`src/rtl/wd_supervisor_if.sv`:
```
// wd_supervisor_if: liveness sources, watchdog controls and status of the supervisor (WD_SUPERVISOR_STATS_EN adds counters)
interface wd_supervisor_if #(parameter int N_SRC = 4);
    logic             arm;
    logic [N_SRC-1:0] src_mask;
    logic [N_SRC-1:0] src_beat;
    logic             clear_lockout;
    logic             wd_triggered;
    logic             wd_enable;
    logic             wd_heartbeat;
    logic             wd_force_reset;
    logic             rf_mute;
    logic             lockout;
    logic [2:0]       state;
    logic [2:0]       retry_count;
    logic [N_SRC-1:0] missed_src;
`ifdef WD_SUPERVISOR_STATS_EN
    logic [15:0]      fault_count;
    logic [15:0]      miss_count;
`endif
    modport master (
`ifdef WD_SUPERVISOR_STATS_EN
        input  fault_count, miss_count,
`endif
        output arm, src_mask, src_beat, clear_lockout, wd_triggered,
        input  wd_enable, wd_heartbeat, wd_force_reset, rf_mute, lockout, state, retry_count, missed_src
    );
    modport slave (
`ifdef WD_SUPERVISOR_STATS_EN
        output fault_count, miss_count,
`endif
        input  arm, src_mask, src_beat, clear_lockout, wd_triggered,
        output wd_enable, wd_heartbeat, wd_force_reset, rf_mute, lockout, state, retry_count, missed_src
    );
endinterface

```
`src/rtl/wd_supervisor.sv`:
```
// wd_supervisor: gates watchdog heartbeats on all masked sources checking in per round; fault hold-off, retry and lockout (WD_SUPERVISOR_STATS_EN adds fault/miss counters)
module wd_supervisor #(
    parameter int N_SRC          = 4,
    parameter int ROUND_CYCLES   = 1000,
    parameter int HOLDOFF_CYCLES = 125000,
    parameter int MAX_RETRIES    = 3
) (
    input logic         clk,
    input logic         rst,
    wd_supervisor_if.slave bus
);
    localparam int RW = $clog2(ROUND_CYCLES + 1);
    localparam int HW = $clog2(HOLDOFF_CYCLES + 1);

    typedef enum logic [2:0] {IDLE = 3'd0, ARMING = 3'd1, RUN = 3'd2, FAULT_HOLD = 3'd3, LOCKOUT = 3'd4} state_t;

    state_t           state_q, state_d;
    logic [N_SRC-1:0] seen_q, seen_d, seen_next, missed_q, missed_d;
    logic [RW-1:0]    round_q, round_d;
    logic [HW-1:0]    hold_q, hold_d;
    logic [2:0]       retry_q, retry_d;
    logic             hb_q, hb_d, complete, fault, timeout;

    // next-state, round bookkeeping and retry accounting
    always_comb begin
        seen_next = seen_q | (bus.src_beat & bus.src_mask);
        complete  = (seen_next & bus.src_mask) == bus.src_mask;
        state_d   = state_q;
        seen_d    = seen_q;
        round_d   = round_q;
        hold_d    = '0;
        retry_d   = retry_q;
        missed_d  = missed_q;
        hb_d      = 1'b0;
        fault     = 1'b0;
        timeout   = 1'b0;
        case (state_q)
            IDLE: state_d = (bus.arm && |bus.src_mask) ? ARMING : IDLE;
            ARMING: begin
                state_d  = RUN;
                seen_d   = '0;
                round_d  = '0;
                missed_d = '0;
            end
            RUN: begin
                if (bus.wd_triggered) begin
                    state_d = FAULT_HOLD;
                    fault   = 1'b1;
                    retry_d = (retry_q == 3'(MAX_RETRIES)) ? retry_q : retry_q + 3'd1;
                end else if (!bus.arm) begin
                    state_d = IDLE;
                end else if (complete) begin
                    hb_d    = 1'b1;
                    seen_d  = '0;
                    round_d = '0;
                end else if (round_q == RW'(ROUND_CYCLES - 1)) begin
                    timeout  = 1'b1;
                    missed_d = bus.src_mask & ~seen_next;
                    seen_d   = '0;
                    round_d  = '0;
                end else begin
                    seen_d  = seen_next;
                    round_d = round_q + RW'(1);
                end
            end
            FAULT_HOLD: begin
                if (hold_q == HW'(HOLDOFF_CYCLES - 1))
                    state_d = (retry_q == 3'(MAX_RETRIES)) ? LOCKOUT : bus.arm ? ARMING : IDLE;
                else
                    hold_d = hold_q + HW'(1);
            end
            LOCKOUT: state_d = bus.clear_lockout ? IDLE : LOCKOUT;
            default: state_d = IDLE;
        endcase
        if (state_d == IDLE)
            retry_d = '0;
    end

    // state and bookkeeping registers; outputs registered from the next state
    always_ff @(posedge clk or posedge rst) begin
        if (rst) begin
            state_q            <= IDLE;
            seen_q             <= '0;
            round_q            <= '0;
            hold_q             <= '0;
            retry_q            <= '0;
            missed_q           <= '0;
            hb_q               <= 1'b0;
            bus.wd_enable      <= 1'b0;
            bus.wd_force_reset <= 1'b0;
            bus.rf_mute        <= 1'b1;
            bus.lockout        <= 1'b0;
        end else begin
            state_q            <= state_d;
            seen_q             <= seen_d;
            round_q            <= round_d;
            hold_q             <= hold_d;
            retry_q            <= retry_d;
            missed_q           <= missed_d;
            hb_q               <= hb_d;
            bus.wd_enable      <= state_d == RUN;
            bus.wd_force_reset <= state_d == ARMING;
            bus.rf_mute        <= state_d != RUN;
            bus.lockout        <= state_d == LOCKOUT;
        end
    end

    assign bus.state        = state_q;
    assign bus.retry_count  = retry_q;
    assign bus.missed_src   = missed_q;
    assign bus.wd_heartbeat = hb_q;

`ifdef WD_SUPERVISOR_STATS_EN
    logic [15:0] fault_cnt_q, fault_cnt_d, miss_cnt_q, miss_cnt_d;

    // saturating fault and round-timeout counters
    always_comb begin
        fault_cnt_d = fault_cnt_q + 16'(fault && !(&fault_cnt_q));
        miss_cnt_d  = miss_cnt_q + 16'(timeout && !(&miss_cnt_q));
    end

    // counter registers, cleared only by reset
    always_ff @(posedge clk or posedge rst) begin
        if (rst) begin
            fault_cnt_q <= '0;
            miss_cnt_q  <= '0;
        end else begin
            fault_cnt_q <= fault_cnt_d;
            miss_cnt_q  <= miss_cnt_d;
        end
    end

    assign bus.fault_count = fault_cnt_q;
    assign bus.miss_count  = miss_cnt_q;
`else
    logic unused_stats;
    assign unused_stats = fault ^ timeout;
`endif
endmodule

```
`src/flat_wrapper.sv`:
```
// flat-port wrapper written by rule: the top's interface ports become plain ports
module wd_supervisor_flat 
#(
    parameter int N_SRC          = 4,
    parameter int ROUND_CYCLES   = 1000,
    parameter int HOLDOFF_CYCLES = 125000,
    parameter int MAX_RETRIES    = 3
)
  (clk, rst, bus_arm, bus_src_mask, bus_src_beat, bus_clear_lockout, bus_wd_triggered, bus_wd_enable, bus_wd_heartbeat, bus_wd_force_reset, bus_rf_mute, bus_lockout, bus_state, bus_retry_count, bus_missed_src);
  wd_supervisor_if #(.N_SRC(N_SRC)) bus_i ();
  input logic clk;
  input logic rst;
  input wire logic [$bits(bus_i.arm)-1:0] bus_arm;
  input wire logic [$bits(bus_i.src_mask)-1:0] bus_src_mask;
  input wire logic [$bits(bus_i.src_beat)-1:0] bus_src_beat;
  input wire logic [$bits(bus_i.clear_lockout)-1:0] bus_clear_lockout;
  input wire logic [$bits(bus_i.wd_triggered)-1:0] bus_wd_triggered;
  output wire logic [$bits(bus_i.wd_enable)-1:0] bus_wd_enable;
  output wire logic [$bits(bus_i.wd_heartbeat)-1:0] bus_wd_heartbeat;
  output wire logic [$bits(bus_i.wd_force_reset)-1:0] bus_wd_force_reset;
  output wire logic [$bits(bus_i.rf_mute)-1:0] bus_rf_mute;
  output wire logic [$bits(bus_i.lockout)-1:0] bus_lockout;
  output wire logic [$bits(bus_i.state)-1:0] bus_state;
  output wire logic [$bits(bus_i.retry_count)-1:0] bus_retry_count;
  output wire logic [$bits(bus_i.missed_src)-1:0] bus_missed_src;
  assign bus_i.arm = bus_arm;
  assign bus_i.src_mask = bus_src_mask;
  assign bus_i.src_beat = bus_src_beat;
  assign bus_i.clear_lockout = bus_clear_lockout;
  assign bus_i.wd_triggered = bus_wd_triggered;
  assign bus_wd_enable = bus_i.wd_enable;
  assign bus_wd_heartbeat = bus_i.wd_heartbeat;
  assign bus_wd_force_reset = bus_i.wd_force_reset;
  assign bus_rf_mute = bus_i.rf_mute;
  assign bus_lockout = bus_i.lockout;
  assign bus_state = bus_i.state;
  assign bus_retry_count = bus_i.retry_count;
  assign bus_missed_src = bus_i.missed_src;
  wd_supervisor #(.N_SRC(N_SRC), .ROUND_CYCLES(ROUND_CYCLES), .HOLDOFF_CYCLES(HOLDOFF_CYCLES), .MAX_RETRIES(MAX_RETRIES)) u_core (.clk(clk), .rst(rst), .bus(bus_i));
endmodule
```
`config.mk`:
```
export PLATFORM = sky130hd
export DESIGN_NAME = wd_supervisor_flat
export DESIGN_NICKNAME = d
export VERILOG_FILES = /design/src/rtl/wd_supervisor_if.sv /design/src/rtl/wd_supervisor.sv /design/src/flat_wrapper.sv
export SDC_FILE = /design/constraint.sdc
export NUM_CORES = 1
export LEC_CHECK = 0
export CORE_MARGIN = 3
export CORE_UTILIZATION = 49
export DETAILED_ROUTE_END_ITERATION = 7
export PLACE_DENSITY = 0.71
export SYNTH_ARGS = -nofsm -noshare
export SYNTH_HDL_FRONTEND = slang
export SYNTH_SLANG_ARGS = --single-unit
```
`constraint.sdc`:
```
create_clock -name clk -period 1.77 [get_ports clk]
set_input_delay 0.2655 -clock clk [delete_from_list [all_inputs] [get_ports clk]]
set_output_delay 0.2655 -clock clk [all_outputs]
set_load 0.05 [all_outputs]
```
==> flow_metrics.tcl <==
set metrics [dict create \
    crit_chain "ha_2, nand4_1, or4_4, nand2b_4, a21o_1, a22o_1" \
    synthMostInstantiatedCell "dfrtp_1" \
    finalSetupTns_ps -183 \
    async_reset_ff_frac 1.00 \
    yosysSeqAreaShare 0.529 \
    dr.pass1.iters 4 \
    num_rows 23 \
    cts.sinks 46 \
    synth_seq_cells 46 \
    hold_viol 0 \
    via_per_inst 5.37 \
    syn_area_um2 2180 \
    area_growth_pct 38.5 \
    critPathArrivalTime_ps 2010 \
    slowest_delay_ps 510 \
    path_clk_slew_ps 80 \
    tightest_slew_ps 506 \
    drt_iter0_drc 112 \
    synth_edf_count 0 \
    hp-class "input port to async pin" \
    root_buffer "clkbuf_8" \
    criticalPathCategory "flip-flop to flip-flop" \
    grt_overflow_total 0 \
    cellPowerDensity_nw_per_um2 1210 \
    worst_slack_ps -54.2 \
    core_area_um2 4140 \
    slew_viol_final 0 \
    dieArea_um2 5280 \
    crit_path_start_kind "flip-flop" \
    preCtsSetupSlack_ps -239 \
    ys_warn_count 0 \
    grt_pass1_vias 1809 \
    crit_path_end_kind "flip-flop" \
    cp_data_required_time_ps 1960 \
    die_h_um 72.7 \
    synthSimpleGateAreaFrac 0.263 \
    fmax_mhz 548 \
    synth_top_area_share 0.517 \
    synth-compound-area-share 0.0747 \
    synthCells 209 \
    setup_viol 4 \
    gp_congestion 0.810 \
    syn_avg_cell_area_um2 10.4 \
    n_antenna_cell 0 \
    port_buffers 27 \
    outcome "complete, but fails checks" \
    cts_tree "built" \
    slew_headroom 0.661 \
    worst-path-max-fanout 4 \
    synthTopCellsByArea "dfrtp_1 52%, nor2_1 6.0%, xnor2_1 5.2%" \
    yosysUniqueCellTypes 42 \
    synthMuxAreaShare 0.00460 \
    routed_wl_um 4780 \
    synth_top_area_cell "dfrtp_1" \
    rsz0062_at_grt "yes" \
    finClkSkew_ps 4.26 \
    peakVddDrop_v 0.000988 \
    synth_ff_type "dfrtp_1" \
    cap_violations 0 \
    postLayoutCoreUtil 0.728 \
    detail_route.wl_per_cell_um 14.1 \
    synth_xor_xnor_area_share 0.0925 \
    period_needed_ps 1820 \
    initial_utilization 0.525 \
    violations "setup timing" \
    ant_nets 0 \
    layout-drive-gt1-share 0.294 \
    antenna_found_initial 0 \
    grt.total_usage 0.202 \
    htreeDepth 2 \
    crit_slowest_cell "or4_4" \
    clockBufferDepth 2 \
    leakagePower_nw 1.37 \
    route.detailed.drc 0 \
    num_vias 1819 \
    crit_family "simple AND/OR/NAND/NOR gates" \
    cts_inserted_buffers 5 \
    holdWs_ps 190 \
    die_w_um 72.7 \
    grt_max_degree 28 \
    crit_buf_inv 0 \
    ioPinCount 28 \
    ys_top_cells_by_count "45 x dfrtp_1, 35 x nor2_1, 15 x nand2_1" \
    grt_pass1_wl_um 8220 \
    synthAdderAreaFrac 0.0230 \
    syn_nets 226 \
    fin_crit_sh 1.03 \
    final_nets 305 \
    synth_top_family_by_area "simple AND/OR/NAND/NOR gates" \
    hpwl_um 3530 \
    clk_latency_ps 290 \
    cts_hold_buffers 0 \
]
## through the flow
step                      power (mW)  instance area, um2  std cells
after floorplan                 2.23                2190        209
after global placement          2.93                2850        327
after detailed placement        2.95                2850        327
after CTS                       3.65                2970        336
after global routing            3.88                3020        339
final                           3.65                3020        339
## final timing paths
path | depth (start not counted) | startpoint | slack [ps] | end
setup / recovery | 6 | u_core.round_q[1]$_DFFE_PP0P_ | -50 | u_core.bus.missed_src[1]$_DFFE_PP0P_
hold / removal | 2 | rst | 190 | u_core.seen_q[1]$_DFFE_PP0P_
setup reg to reg | 6 | u_core.round_q[1]$_DFFE_PP0P_ | -50 | u_core.bus.missed_src[1]$_DFFE_PP0P_
hold reg to reg | 2 | u_core.seen_q[0]$_DFFE_PP0P_ | 500 | u_core.seen_q[0]$_DFFE_PP0P_
max in group asynchronous | 3 | rst | 1090 | u_core.bus.rf_mute$_DFF_PP1_
min in group clk | 2 | u_core.seen_q[0]$_DFFE_PP0P_ | 500 | u_core.seen_q[0]$_DFFE_PP0P_
## layout make-up
class	instances	area, um2
clock buffers	7	86.3
inverters	3	11.3
clock inverters	1	5.00
fillers	313	1130
flip-flops and latches	46	1160
multi-input cells	157	1040
repair buffers	75	647
well taps	50	62.6
## worst reg2reg max path, stage by stage (launching register included)
cell and delay [ps]:
dfrtp_1 360, ha_2 180, nand4_1 110, or4_4 510, nand2b_4 160, a21o_1 180
a22o_1 220
## registers in the layout (all words and copies together) (netlist names)
signal,cells
u_core.bus.state,3
u_core.hold_q,17
u_core.bus.missed_src,4
u_core.bus.lockout,1
u_core.bus.wd_enable,1
u_core.bus.wd_force_reset,1
u_core.seen_q,4
u_core.bus.rf_mute,1
u_core.round_q,10
u_core.bus.wd_heartbeat,1
u_core.bus.retry_count,3
## power breakdown
part	leakage (nW)	internal (mW)	switching [mW]	total (mW)
Sequential	0.617	1.22	0.114	1.34
Combinational	0.704	0.731	0.930	1.66
Clock	0.0482	0.315	0.342	0.657
## layer usage
metal  global-route usage  part of all wire  vias to the layer above
met3               0.0386             0.035                        9
met2                0.324              0.50                       33
met1                0.268              0.45                      876
met5                    0                 0                        -
li1                     -                 -                      901
met4               0.0881             0.018                        0
## timing repair
item | 4_1_cts | 5_1_grt
endpoints found under the setup margin | 7 | 21
pin swaps | 4 | 7
gates resized for setup | 6 | 3
setup buffers | 1 | 3
## kinds of logic (layout without fill, tap and decap cells)
| family | count (synthesis) | in the layout |
|---|---|---|
| simple gates | 105 | 105 |
| flops | 46 | 46 |
| compound gates | 24 | 24 |
| xor+xnor | 23 | 23 |
| buf+inv | 6 | 86 |
| fa+ha+maj | 4 | 4 |
| mux | 1 | 1 |
## layout by cell type, fill, tap and decap left out, types with 5 or more instances in the layout
cell type         n
buf_4            54
clkbuf_8          6
clkdlybuf4s50_1  17
dfrtp_1          40
dfrtp_2           5
nand2_1          15
nand3_1          11
nand4_1           8
nor2_1           35
nor3_1            5
xnor2_1          13
xor2_1           10
Power figures use the tool's default switching activity.
